===== src/rtl/booth_bist_controller_if.sv =====
// Start/busy/product link between the BIST controller (master) and the multiplier under test.
// Handshake: mul_start is a one-cycle request carrying mul_a/mul_b (held until the pair is checked); the
// multiplier acknowledges by raising mul_busy, and mul_product is valid in the cycle mul_busy is seen low again.
interface booth_bist_controller_if #(
  parameter int WIDTH = 4
);
  logic [WIDTH-1:0]   mul_a;
  logic [WIDTH-1:0]   mul_b;
  logic               mul_start;
  logic               mul_busy;
  logic [2*WIDTH-1:0] mul_product;

  modport master (
    output mul_a, mul_b, mul_start,
    input  mul_busy, mul_product
  );

  modport slave (
    input  mul_a, mul_b, mul_start,
    output mul_busy, mul_product
  );
endinterface


===== src/rtl/booth_bist_controller.sv =====
// Exhaustive signed-operand self test for a start/busy Booth multiplier: sweeps every pair,
// checks each product against a golden signed product and reports pass/fail.
module booth_bist_controller #(
  parameter int WIDTH   = 4,
  parameter int TIMEOUT = 32
) (
  input  logic                       clk,
  input  logic                       rst,
  input  logic                       test_en,
  booth_bist_controller_if.master    mul,
  output logic                       done,
  output logic                       pass,
  output logic [7:0]                 err_count,
  output logic [WIDTH-1:0]           fail_a,
  output logic [WIDTH-1:0]           fail_b,
  output logic [2:0]                 state_dbg
);

  localparam int PW = 2 * WIDTH;
  localparam int TW = (TIMEOUT > 1) ? $clog2(TIMEOUT) : 1;
  localparam logic [TW-1:0] TIMER_MAX = TW'(TIMEOUT - 1);

  localparam logic [2:0] IDLE      = 3'd0;
  localparam logic [2:0] ISSUE     = 3'd1;
  localparam logic [2:0] WAIT_BUSY = 3'd2;
  localparam logic [2:0] WAIT_DONE = 3'd3;
  localparam logic [2:0] CHECK     = 3'd4;
  localparam logic [2:0] DONE      = 3'd5;

  logic [2:0]    state;
  logic [PW-1:0] idx;
  logic [TW-1:0] timer;
  logic          timed_out;
  logic [PW-1:0] product_q;
  logic [PW-1:0] a_ext;
  logic [PW-1:0] b_ext;
  logic [PW-1:0] golden;
  logic          mismatch;

  // Operands come straight from the pair index, which only moves on entry to ISSUE.
  assign mul.mul_a     = idx[PW-1:WIDTH];
  assign mul.mul_b     = idx[WIDTH-1:0];
  assign mul.mul_start = (state == ISSUE);
  assign done          = (state == DONE);
  assign pass          = done && (err_count == 8'd0);
  assign state_dbg     = state;

  // Sign-extended operands multiplied modulo 2^PW give the exact signed product.
  always_comb begin
    a_ext    = {{WIDTH{mul.mul_a[WIDTH-1]}}, mul.mul_a};
    b_ext    = {{WIDTH{mul.mul_b[WIDTH-1]}}, mul.mul_b};
    golden   = a_ext * b_ext;
    mismatch = timed_out || (product_q != golden);
  end

  always_ff @(posedge clk) begin
    if (rst) begin
      state     <= IDLE;
      idx       <= '0;
      timer     <= '0;
      timed_out <= 1'b0;
      product_q <= '0;
      err_count <= 8'd0;
      fail_a    <= '0;
      fail_b    <= '0;
    end else if (!test_en && (state != IDLE)) begin
      state <= IDLE;
    end else begin
      case (state)
        IDLE: begin
          if (test_en) begin
            state     <= ISSUE;
            idx       <= '0;
            err_count <= 8'd0;
            fail_a    <= '0;
            fail_b    <= '0;
          end
        end
        ISSUE: begin
          state     <= WAIT_BUSY;
          timer     <= '0;
          timed_out <= 1'b0;
        end
        WAIT_BUSY: begin
          if (mul.mul_busy) begin
            state <= WAIT_DONE;
            timer <= '0;
          end else if (timer == TIMER_MAX) begin
            state     <= CHECK;
            timed_out <= 1'b1;
          end else begin
            timer <= timer + 1'b1;
          end
        end
        WAIT_DONE: begin
          if (!mul.mul_busy) begin
            state     <= CHECK;
            product_q <= mul.mul_product;
          end else if (timer == TIMER_MAX) begin
            state     <= CHECK;
            timed_out <= 1'b1;
          end else begin
            timer <= timer + 1'b1;
          end
        end
        CHECK: begin
          if (mismatch) begin
            if (err_count != 8'hFF) err_count <= err_count + 8'd1;
            if (err_count == 8'd0) begin
              fail_a <= mul.mul_a;
              fail_b <= mul.mul_b;
            end
          end
          if (&idx) begin
            state <= DONE;
          end else begin
            idx   <= idx + 1'b1;
            state <= ISSUE;
          end
        end
        DONE:    state <= DONE;
        default: state <= IDLE;
      endcase
    end
  end

endmodule


===== src/flat_wrapper.sv =====
// flat-port wrapper written by rule: the top's interface ports become plain ports
module booth_bist_controller_flat 
#(
  parameter int WIDTH   = 4,
  parameter int TIMEOUT = 32
)
  (clk, rst, test_en, done, pass, err_count, fail_a, fail_b, state_dbg, mul_mul_a, mul_mul_b, mul_mul_start, mul_mul_busy, mul_mul_product);
  booth_bist_controller_if #(.WIDTH(WIDTH)) mul_i ();
  input  logic clk;
  input  logic rst;
  input  logic test_en;
  output logic done;
  output logic pass;
  output logic [7:0] err_count;
  output logic [WIDTH-1:0] fail_a;
  output logic [WIDTH-1:0] fail_b;
  output logic [2:0] state_dbg;
  output wire logic [$bits(mul_i.mul_a)-1:0] mul_mul_a;
  output wire logic [$bits(mul_i.mul_b)-1:0] mul_mul_b;
  output wire logic [$bits(mul_i.mul_start)-1:0] mul_mul_start;
  input wire logic [$bits(mul_i.mul_busy)-1:0] mul_mul_busy;
  input wire logic [$bits(mul_i.mul_product)-1:0] mul_mul_product;
  assign mul_mul_a = mul_i.mul_a;
  assign mul_mul_b = mul_i.mul_b;
  assign mul_mul_start = mul_i.mul_start;
  assign mul_i.mul_busy = mul_mul_busy;
  assign mul_i.mul_product = mul_mul_product;
  booth_bist_controller #(.WIDTH(WIDTH), .TIMEOUT(TIMEOUT)) u_core (.clk(clk), .rst(rst), .test_en(test_en), .mul(mul_i), .done(done), .pass(pass), .err_count(err_count), .fail_a(fail_a), .fail_b(fail_b), .state_dbg(state_dbg));
endmodule

===== config.mk =====
export PLATFORM = sky130hd
export DESIGN_NAME = booth_bist_controller_flat
export DESIGN_NICKNAME = d
export VERILOG_FILES = /design/src/rtl/booth_bist_controller_if.sv /design/src/rtl/booth_bist_controller.sv /design/src/flat_wrapper.sv
export SDC_FILE = /design/constraint.sdc
export NUM_CORES = 1
export LEC_CHECK = 0
export ABC_AREA = 0
export BUFFER_PORTS_ARGS = -buffer_cell sky130_fd_sc_hd__buf_2
export CAP_MARGIN = 20
export CORE_MARGIN = 1.5
export CORE_UTILIZATION = 39
export CTS_BUF_LIST = sky130_fd_sc_hd__clkbuf_8
export CTS_CLUSTER_SIZE = 24
export DETAILED_ROUTE_END_ITERATION = 8
export GPL_TIMING_DRIVEN = 0
export SYNTH_ARGS = -nofsm -noshare
export SYNTH_HDL_FRONTEND = slang
export SYNTH_SLANG_ARGS = --single-unit

===== constraint.sdc =====
create_clock -name clk -period 4.3 [get_ports clk]
set_clock_uncertainty 0.15 [all_clocks]
set_input_delay 0.645 -clock clk [delete_from_list [all_inputs] [get_ports clk]]
set_output_delay 0.645 -clock clk [all_outputs]
set_load 0.1 [all_outputs]

* After elaboration in Yosys (flattened, before gate mapping)
Cells that the tools add are included.
** Storage, ports and cells
- Bits of input ports :: 12
- Bits in registers :: 41
- Logic and storage cells :: 73
- Output and inout bits :: 30
** Operators by class
- Multipliers :: 1
- Reductions and logical operators :: 17
- Eq/ne operators :: 15
- Muxes and demuxes :: 27
- Bitwise gates (word level) :: 2
- Add/subtract/negate cells :: 3
** Operators with widths (number)
- $mux 8 :: 4
- $pmux 8 s2 :: 2
- $mux 4 :: 5
- $pmux 3 s6 :: 1
- $add 8x1->8 const B :: 2
- $pmux 4 s2 :: 2
- $mux 3 :: 5
- $mux 5 :: 3
- $pmux 5 s3 :: 1
- $reduce_and 5->1 :: 2
- $logic_not 8->1 :: 1
- $mul 4x4->8 :: 1
- $ne 2x2->1 const B :: 4
- $ne 8x8->1 :: 1
- $ne 8x8->1 const B :: 1
- $reduce_and 4->1 :: 2
- $reduce_and 8->1 :: 1
- $eq 3x2->1 const B :: 2
- $eq 3x3->1 const B :: 2
- $ne 2x1->1 const B :: 3
- $reduce_and 3->1 :: 2
- $reduce_bool 3->1 :: 2
- $add 5x1->5 const B :: 1
- $eq 5x5->1 const B :: 1
- 10 further kinds :: 14

* Depth between registers and ports, before layout
Gate-level depths: netlist of run 1.
- Word-level depth :: 5
- Depth in mapped cells :: 17
- Gate-level depth less buffers :: 15

* Least setup slack after synthesis of run 1
Ideal clock, no wire load.
- Kind :: register -> register
- Start :: register u_core.idx[6]
- End :: register u_core.err_count[3]
- Required time :: 4034 ps
- Setup slack :: -950 ps
- Buffers on the path :: 2
- Setup time :: 116 ps
- Period minus slack after synthesis :: 5250 ps
- Data arrival time :: 4985 ps
- Cell stages (with the launch flop) :: 18
- Cells stage by stage :: dfxtp_1 -> buf_2 -> nand2_1 -> fa_1 -> inv_1 -> fa_1 -> inv_1 -> fa_1 -> inv_1 -> ha_1 -> fa_1 -> a21o_1 -> a21oi_1 -> xnor3_1 -> a31oi_2 -> buf_6 -> a21oi_1 -> a31o_1
** On the way
- Cells in the longest elaborated chain, start to end :: 5
** Ends and longest elaborated chain
- start: declaration :: line booth_bist_controller.sv:31 : logic [PW-1:0] idx;
- start signal: assignment :: line booth_bist_controller.sv:117 : idx <= idx + 1'b1;
- $mul 4x4->8 :: line booth_bist_controller.sv:52 : golden = a_ext * b_ext;
- $ne 8x8->1 :: line booth_bist_controller.sv:53 : mismatch = timed_out || (product_q != golden);
- $logic_or 1x1->1 :: line booth_bist_controller.sv:53
- $ne 2x1->1 (no source line)
- $reduce_and 5->1 (no source line)
- end signal: assignment :: line booth_bist_controller.sv:108 : if (err_count != 8'hFF) err_count <= err_count + 8'd1;
- end: declaration :: line booth_bist_controller.sv:13 : output logic [7:0] err_count,
No other way between the ends.
A chain may end at the register's enable or synchronous reset.

* Worst setup path in the final report of run 1
- Start :: register u_core.idx[4]
- End :: register u_core.err_count[3]
Same word-level chain as after synthesis.

==> results.sh, run 1 <==
export IMPL_synthTopCellsByCount="dfxtp_1, nor2_1, nand2_1"
export IMPL_core_um2=6760
export IMPL_p_leak_nw=1.51
export IMPL_root_buffer="clkbuf_8"
export IMPL_grt_max_degree=14
export IMPL_clk_pin_slew_ns=0.08
export IMPL_die_height_um=86.2
export IMPL_holdCritPathClass="register to register"
export IMPL_cap_violations=0
export IMPL_status="completed"
export IMPL_final_nets=384
export IMPL_cp_end_kind="register"
export IMPL_rsz0062_at_grt="true"
export IMPL_top_layer_used="met4"
export IMPL_synthMuxAreaShare_pct=4.87
export IMPL_worstPathMaxFanout=6
export IMPL_synthSimpleGateAreaFrac_pct=25.6
export IMPL_cts_hold_fix_buffers=0
export IMPL_crit_chain="nand2b_4, fa_1, inv_1, fa_1, inv_1, fa_1, inv_2, ha_4, fa_2, a21o_1, a21oi_2, xnor3_2, a31oi_4, buf_6, a21oi_2, a31o_1"
export IMPL_dp_cells=418
export IMPL_path_class="register to register"
export IMPL_multi_input_area_um2=1860
export IMPL_cts_buffer_depth=2
export IMPL_cp_slowest_cell="fa_1"
export IMPL_clock_sinks=41
export IMPL_syn_nets=335
export IMPL_finalCritPeriodShare_pct=98.8
export IMPL_clk_latency_ns=0.29
export IMPL_synth_xor_area_share_pct=7.60
export IMPL_yosys_warnings=0
export IMPL_synth_most_common_cell="dfxtp_1"
export IMPL_tightest_slew_ns=0.675
export IMPL_dr_pass1_iters=4
export IMPL_async_reset_ff_share_pct=0
export IMPL_diodes=0
export IMPL_regArea_um2=846
export IMPL_finalCriticalPeriod_ns=4.25
export IMPL_clkPwrFrac_pct=36.2
export IMPL_cts_tree="yes"
export IMPL_crit_required_ns=4.34
export IMPL_io_pin_count=42
export IMPL_ant_nets=0
export IMPL_start_util_pct=39.9
export IMPL_placementRows=30
export IMPL_fin_util_pct=48.4
export IMPL_p_total_w=0.000727
export IMPL_slew_viol_final=0
export IMPL_overflow=0
export IMPL_grt_pass1_vias=2117
export IMPL_synth_area_leader_cell="dfxtp_1"
export IMPL_antenna_found_initial=0
export IMPL_synth_distinct_cells=47
export IMPL_via_per_inst=5.16
export IMPL_met1_length_um=2840
export IMPL_synth_edf_count=0
export IMPL_combPwrFrac_pct=11.7
export IMPL_syn2layout_area_growth_pct=21.1
export IMPL_wirelength_um=5780
export IMPL_final_cells=428
export IMPL_cts_max_level=2
export IMPL_final_layout_size_suffix_gt1_share_pct=31.9
export IMPL_ir_drop_mv=0.111
export IMPL_port_buffers=40
export IMPL_grt_pass1_wl_um=10100
export IMPL_place_gp_congestion=0.791
export IMPL_p_switching_w=0.000191
export IMPL_synth_top_area_share_pct=30.4
export IMPL_dp_hpwl_um=4280
export IMPL_dr_wl_met3_um=165
export IMPL_cp_common_cell="fa_1"
export IMPL_final_hold_viol_count=0
export IMPL_synth_top_family_by_area="simple AND/OR/NAND/NOR gates"
export IMPL_yosysSeqAreaShare_pct=30.4
export IMPL_nFillCells=666
export IMPL_arrival_ns=4.29
export IMPL_dieWidth_um=86.2
export IMPL_yosys_register_bits=41
export IMPL_power_density_nw_per_um2=223
export IMPL_drc=0
export IMPL_cp_slowest_stage_delay_ns=0.53
export IMPL_synth_compound_area_share_pct=12.4
export IMPL_wl_per_cell_um=13.5
export IMPL_fp_dieArea_um2=7430
export IMPL_final_area_um2=3270
export IMPL_synthAdderAreaFrac_pct=14.1
export IMPL_critPathBufInv=4
export IMPL_synth_flop_cell="dfxtp_1"
export IMPL_seqPwrFrac_pct=52.2
export IMPL_avgSynthCellArea_um2=9.06
export IMPL_swShare_pct=26.2
export IMPL_setup_viol=0
export IMPL_routed_wl_met2_um=2710
export IMPL_crit_path_start_kind="register"
export IMPL_synth_area_um2=2700
export IMPL_tns_ns=0
export IMPL_internal_power_w=0.000537
export IMPL_grt_usage_pct=16.9
export IMPL_post_dp_cell_area_um2=3090
export IMPL_timing_fmax_ghz=0.235
export IMPL_synth_area_top_cells="dfxtp_1, ha_1, fa_1, nor2_1, mux2i_1"
export IMPL_drt_first_iter_violations=81
export IMPL_netlist_instances=298
export IMPL_slew_headroom_pct=55.0
export IMPL_critPathTopFamily="adder cells"
export IMPL_numCtsBuffers=5
export IMPL_num_vias=2210
[power by group through the flow]
| stage | Clock [W] | Combinational [W] | Sequential [W] |
|---|---|---|---|
| 6_report | 0.000263 | 0.0000848 | 0.000379 |
| 5_1_grt | 0.000292 | 0.0000921 | 0.000380 |
| 4_1_cts | 0.000272 | 0.0000823 | 0.000379 |
| 3_5_place_dp | 0 | 0.0000768 | 0.000388 |
| 3_3_place_gp | 0 | 0.0000761 | 0.000388 |
| 2_1_floorplan | 0 | 0.0000504 | 0.000397 |
[registers in the layout, indices dropped and copies added, names as in the netlist]
name / count
u_core.timed_out: 1
u_core.fail_a: 4
u_core.state_dbg: 3
u_core.err_count: 8
u_core.fail_b: 4
u_core.idx: 8
u_core.timer: 5
u_core.product_q: 8
[worst min-delay path, delay by kind of cell, from the launching register on]
family           cells  cell delay [ns]
AO/OA/AOI/OAI        1             0.04
AND/OR/NAND/NOR      1             0.07
flip-flops           1             0.34
[cells by family (layout without fill, tap and decap cells)]
| family | Yosys count | count (layout) |
|---|---|---|
| multiplexers | 13 | 13 |
| flip-flops | 41 | 41 |
| XOR/XNOR | 21 | 21 |
| adder cells (fa/ha/maj) | 25 | 25 |
| buffers and inverters | 30 | 80 |
| AND/OR/NAND/NOR | 123 | 123 |
| AO/OA/AOI/OAI | 45 | 45 |
[layer usage]
metal	vias up	track usage, %
met3	4	3.05
met2	30	27.1
li1	1123	-
met5	-	0
met4	0	4.69
met1	1053	23.5
[cell usage in the layout (no fill, tap or decap), types with 7 or more instances in the layout]
master and count:
buf_2 44, nor2_1 34, dfxtp_1 33, nand2_1 23
inv_1 16, ha_1 15, and2_1 12, xnor2_1 12
a21oi_1 12, mux2i_1 12, a21oi_2 11, nand3_2 10
nand2b_4 8, fa_1 8, xor2_1 7, nand4_1 7
[path summary, 6_finish.rpt]
check | from | end | slack [ns] | cells after the start
worst min-delay path | u_core.fail_b[2] | u_core.fail_b[2] | 0.33 | 2
worst min register to register | u_core.fail_b[2] | u_core.fail_b[2] | 0.33 | 2
worst max-delay path | u_core.idx[4] | u_core.err_count[3] | 0.05 | 16
worst max register to register | u_core.idx[4] | u_core.err_count[3] | 0.05 | 16
[stage by stage]
stage / setup slack, ns / hold WS (ns)
final: 0.0532 / 0.331
after global routing: -0.142 / 0.352
after CTS: 0.000489 / 0.329
after detailed placement: -0.204 / 0.315
after global placement: -0.187 / 0.309
after floorplan: -0.189 / 0.291
[timing repair]
action	CTS	global route
setup endpoints to repair	16	16
resized for setup	8	9
gates cloned	2	0
buffers inserted	3	0
endpoints found under the hold margin	0	0
pin swaps	5	10
[final cells by class]
class	count	area share (%)
Sequential cell	41	25.9
Buffer	10	1.76
Timing Repair Buffer	45	7.50
Tap cell	80	3.06
Multi-Input combinational cell	227	57.0
Inverter	17	1.95
Clock inverter	2	0.345
Clock buffer	6	2.53
Note: power is estimated with default switching activity, not from simulation.
==> inputs of run 2 (changes only) <==
--- a/config.mk
+++ b/config.mk
@@ -11,9 +11,10 @@
 export CORE_MARGIN = 1.5
 export CORE_UTILIZATION = 39
 export CTS_BUF_LIST = sky130_fd_sc_hd__clkbuf_8
-export CTS_CLUSTER_SIZE = 24
+export CTS_CLUSTER_SIZE = 28
 export DETAILED_ROUTE_END_ITERATION = 8
 export GPL_TIMING_DRIVEN = 0
+export RECOVER_POWER = 100
 export SYNTH_ARGS = -nofsm -noshare
 export SYNTH_HDL_FRONTEND = slang
 export SYNTH_SLANG_ARGS = --single-unit
==> results.sh, run 2 (synthesis results as in run 1) <==
export IMPL_drc=0
export IMPL_multi_input_area_um2=1860
export IMPL_fp_dieArea_um2=7430
export IMPL_crit_path_start_kind="register"
export IMPL_tns_ns=0
export IMPL_io_pin_count=42
export IMPL_final_cells=428
export IMPL_setup_viol=0
export IMPL_top_layer_used="met4"
export IMPL_holdCritPathClass="register to register"
export IMPL_arrival_ns=4.30
export IMPL_clock_sinks=41
export IMPL_port_buffers=40
export IMPL_finalCritPeriodShare_pct=99.1
export IMPL_cts_buffer_depth=2
export IMPL_dp_hpwl_um=4280
export IMPL_mostFrequentLayoutCell="nor2_1"
export IMPL_final_area_um2=3230
export IMPL_finalCriticalPeriod_ns=4.26
export IMPL_p_leak_nw=1.38
export IMPL_dr_wl_met3_um=202
export IMPL_cts_max_level=2
export IMPL_final_hold_viol_count=0
export IMPL_status="completed"
export IMPL_grt_max_degree=14
export IMPL_routed_wl_met2_um=2740
export IMPL_slew_headroom_pct=21.8
export IMPL_post_dp_cell_area_um2=3090
export IMPL_grt_usage_pct=16.9
export IMPL_met1_length_um=2820
export IMPL_core_um2=6760
export IMPL_dieWidth_um=86.2
export IMPL_slew_viol_final=0
export IMPL_cts_tree="yes"
export IMPL_dr_pass1_iters=4
export IMPL_cp_end_kind="register"
export IMPL_cp_slowest_stage_delay_ns=0.53
export IMPL_crit_chain="nand2b_4, fa_1, inv_1, fa_1, inv_1, fa_1, inv_2, ha_4, fa_2, a21o_1, a21oi_2, xnor3_2, a31oi_4, buf_6, a21oi_2, a31o_1"
export IMPL_grt_pass1_vias=2117
export IMPL_cp_common_cell="fa_1"
export IMPL_regArea_um2=846
export IMPL_critPathBufInv=4
export IMPL_path_class="register to register"
export IMPL_via_per_inst=5.17
export IMPL_layout_top_registers="u_core.err_count (8), u_core.idx (8), u_core.product_q (8)"
export IMPL_tightest_slew_ns=1.18
export IMPL_rsz0062_at_grt="true"
export IMPL_overflow=0
export IMPL_die_height_um=86.2
export IMPL_final_nets=384
export IMPL_worstPathMaxFanout=6
export IMPL_fin_hold_ws_ns=0.334
export IMPL_clk_pin_slew_ns=0.08
export IMPL_grt_pass1_wl_um=10100
export IMPL_numCtsBuffers=5
export IMPL_wl_per_cell_um=13.5
export IMPL_drt_first_iter_violations=66
export IMPL_final_layout_size_suffix_gt1_share_pct=23.6
export IMPL_ant_nets=0
export IMPL_nFillCells=681
export IMPL_start_util_pct=39.9
export IMPL_wirelength_um=5800
export IMPL_dp_cells=418
export IMPL_cap_violations=0
export IMPL_crit_required_ns=4.34
export IMPL_diodes=0
export IMPL_power_density_nw_per_um2=225
export IMPL_ir_drop_mv=0.110
export IMPL_cp_slowest_cell="fa_1"
export IMPL_root_buffer="clkbuf_8"
export IMPL_syn2layout_area_growth_pct=19.6
export IMPL_num_vias=2212
export IMPL_clk_latency_ns=0.29
export IMPL_timing_fmax_ghz=0.235
export IMPL_final_cell_mix="nor2_1, dfxtp_1, clkbuf_1"
export IMPL_placementRows=30
export IMPL_antenna_found_initial=0
export IMPL_critPathTopFamily="adder cells"
export IMPL_place_gp_congestion=0.791
-- run 2: cell count changes in the layout (fill, tap and decap cells not counted) --
cell | before | now
buf_2 | 44 | 16
clkbuf_1 | 4 | 32
a2111oi_0 | 0 | 1
a2111oi_1 | 1 | 0
a211oi_1 | 2 | 3
a211oi_2 | 1 | 0
-- run 2: worst paths after layout --
check                                       from             endpoint  slack, ns  cells after the start
worst min register to register  u_core.fail_b[2]     u_core.fail_b[2]       0.33                      2
worst max register to register     u_core.idx[4]  u_core.err_count[3]       0.04                     16
worst min-delay path            u_core.fail_b[2]     u_core.fail_b[2]       0.33                      2
worst max-delay path               u_core.idx[4]  u_core.err_count[3]       0.04                     16
-- run 2: power by group --
group	internal [W]	switching (W)	total [W]	leakage, nW
Sequential	0.000378	0.00000173	0.000379	0.336
Clock	0.000128	0.000134	0.000262	0.0486
Combinational	0.0000301	0.0000537	0.0000838	0.999
Total	0.000536	0.000189	0.000725	1.38
-- run 2: area by class of cell --
cell class | count | area share [%]
Clock buffer | 6 | 2.56
Tap cell | 80 | 3.10
Clock inverter | 2 | 0.349
Multi-Input combinational cell | 227 | 57.5
Inverter | 17 | 1.98
Buffer | 10 | 1.74
Timing Repair Buffer | 45 | 6.55
Sequential cell | 41 | 26.2
-- run 2: per-layer routing --
layer | global-route usage, % | vias up
met5 | 0 | -
li1 | - | 1120
met4 | 4.69 | 0
met2 | 27.1 | 34
met1 | 23.5 | 1056
met3 | 3.05 | 2
-- run 2: tightest hold or removal path, stage by stage, from the launching register on --
cell      delay (ns)
dfxtp_1         0.34
nand2b_4        0.07
a21oi_2         0.04
-- run 2: through the flow --
step / util, % / setup slack (ns) / total power [W]
2_1_floorplan: - / -0.189 / 0.000447
3_3_place_gp: 45.8 / -0.187 / 0.000465
3_5_place_dp: 45.8 / -0.204 / 0.000465
4_1_cts: 47.6 / 0.000489 / 0.000734
5_1_grt: 47.8 / -0.142 / 0.000762
6_report: 47.8 / 0.0400 / 0.000725
-- run 2: timing repair --
item	in CTS	in global routing
setup endpoints to repair	16	16
cloned	2	0
setup buffers	3	0
hold buffers	0	0
gates resized for setup	8	9
pin swaps	5	10
==> inputs of run 3 (changes only) <==
==> constraint.sdc (replaced) <==
create_clock -name clk -period 3.78 [get_ports clk]
set_clock_uncertainty 0.15 [all_clocks]
set_input_delay 0.567 -clock clk [delete_from_list [all_inputs] [get_ports clk]]
set_output_delay 0.567 -clock clk [all_outputs]
set_load 0.1 [all_outputs]
==> results.sh, run 3 (synthesis results as in run 1) <==
export IMPL_port_buffers=40
export IMPL_p_leak_nw=1.57
export IMPL_clock_sinks=41
export IMPL_cap_violations=0
export IMPL_finalCritPeriodShare_pct=113
export IMPL_start_util_pct=39.9
export IMPL_dr_pass1_iters=4
export IMPL_drc=0
export IMPL_tns_ns=-6.36
export IMPL_cp_slowest_stage_delay_ns=0.55
export IMPL_tightest_slew_ns=1.16
export IMPL_clk_latency_ns=0.29
export IMPL_crit_chain="nand2_2, fa_1, inv_2, fa_1, inv_1, fa_1, inv_2, ha_4, fa_2, a21o_1, a21oi_2, xnor3_2, a31oi_4, buf_6, a21oi_2, a31o_1"
export IMPL_final_nets=398
export IMPL_io_pin_count=42
export IMPL_dieWidth_um=86.2
export IMPL_slew_viol_final=0
export IMPL_clk_pin_slew_ns=0.09
export IMPL_setup_viol=16
export IMPL_holdCritPathClass="register to register"
export IMPL_grt_max_degree=14
export IMPL_placementRows=30
export IMPL_crit_path_start_kind="register"
export IMPL_status="finished, violations left"
export IMPL_cts_max_level=2
export IMPL_worstPathMaxFanout=6
export IMPL_drt_first_iter_violations=105
export IMPL_cp_end_kind="register"
export IMPL_numCtsBuffers=5
export IMPL_nFillCells=652
export IMPL_antenna_found_initial=0
export IMPL_final_hold_viol_count=0
export IMPL_mostFrequentLayoutCell="buf_2"
export IMPL_cts_hold_fix_buffers=0
export IMPL_grt_usage_pct=16.6
export IMPL_fin_util_pct=50.0
export IMPL_dp_hpwl_um=4230
export IMPL_core_um2=6760
export IMPL_fp_dieArea_um2=7430
export IMPL_layout_top_registers="u_core.err_count (8), u_core.idx (8), u_core.product_q (8)"
export IMPL_overflow=0
export IMPL_ant_nets=0
export IMPL_final_cells=442
export IMPL_grt_pass1_wl_um=9810
export IMPL_power_density_nw_per_um2=241
export IMPL_final_layout_size_suffix_gt1_share_pct=34.8
export IMPL_wirelength_um=5810
export IMPL_arrival_ns=4.31
export IMPL_path_class="register to register"
export IMPL_syn2layout_area_growth_pct=25.3
export IMPL_wl_per_cell_um=13.1
export IMPL_num_vias=2252
export IMPL_grt_pass1_vias=2090
export IMPL_cp_common_cell="fa_1"
export IMPL_slew_headroom_pct=23.0
export IMPL_dp_cells=418
export IMPL_cp_slowest_cell="fa_1"
export IMPL_final_cell_mix="buf_2, nor2_1, dfxtp_1"
export IMPL_crit_required_ns=3.82
export IMPL_timing_fmax_ghz=0.234
export IMPL_fin_ws_ns=-0.491
export IMPL_finalCriticalPeriod_ns=4.27
export IMPL_ir_drop_mv=0.199
export IMPL_rsz0062_at_grt="true"
export IMPL_die_height_um=86.2
export IMPL_root_buffer="clkbuf_8"
export IMPL_cts_buffer_depth=2
export IMPL_cts_tree="yes"
export IMPL_place_gp_congestion=0.794
export IMPL_violations="setup timing"
export IMPL_via_per_inst=5.10
export IMPL_diodes=0
[run 3: path summary, 6_finish.rpt]
path              slack (ns)             endpoint        startpoint  cells after the start
hold reg to reg         0.33     u_core.fail_b[3]  u_core.fail_b[3]                      2
setup reg to reg       -0.49  u_core.err_count[2]     u_core.idx[5]                     16
hold / removal          0.33     u_core.fail_b[3]  u_core.fail_b[3]                      2
setup / recovery       -0.49  u_core.err_count[2]     u_core.idx[5]                     16
[run 3: power by group]
part	switching [W]	internal [W]	total, W
logic	0.0000619	0.0000371	0.0000991
clock network	0.000158	0.000128	0.000286
registers	0.00000198	0.000430	0.000432
total	0.000222	0.000595	0.000816
[run 3: through the flow]
step	instance area [µm²]	total power, W	hold WS, ns	setup WS (ns)
floorplan	2800	0.000508	0.291	-0.709
global placement	3100	0.000529	0.310	-0.710
detailed placement	3100	0.000529	0.313	-0.698
CTS	3280	0.000829	0.331	-0.518
global route	3380	0.000853	0.344	-0.656
finish	3380	0.000816	0.328	-0.491
[run 3: worst max-delay path, delay by kind of cell, from the launching register on]
kind            cells  cell delay (ns)
flops               1             0.39
xor+xnor            1             0.33
simple gates        1             0.07
buf+inv             4             0.32
fa+ha+maj           5             2.06
compound gates      5             0.86
[run 3: final cells by class]
class,instances,area [µm²],area share [%]
tap,80,100,2.96
clock inverter,3,17.5,0.518
clock buffer,5,68.8,2.04
multi-input combinational,227,1870,55.4
timing repair buffer,59,354,10.5
inverter,17,63.8,1.89
buffer,10,57.6,1.70
sequential,41,846,25.0
[run 3: metal layers]
layer / global-route usage [%] / vias to the layer above / part of all wire (%)
met2: 26.8 / 39 / 47
met4: 4.25 / 0 / 0.76
met3: 3.62 / 4 / 3.6
met1: 22.6 / 1063 / 49
li1: - / 1146 / -
met5: 0 / - / 0
[run 3: timing repair]
action                     CTS  global route
buffers inserted             5            12
setup endpoints to repair   16            16
gates cloned                 2             0
gates resized for setup     17             5
pin swaps                   13             8
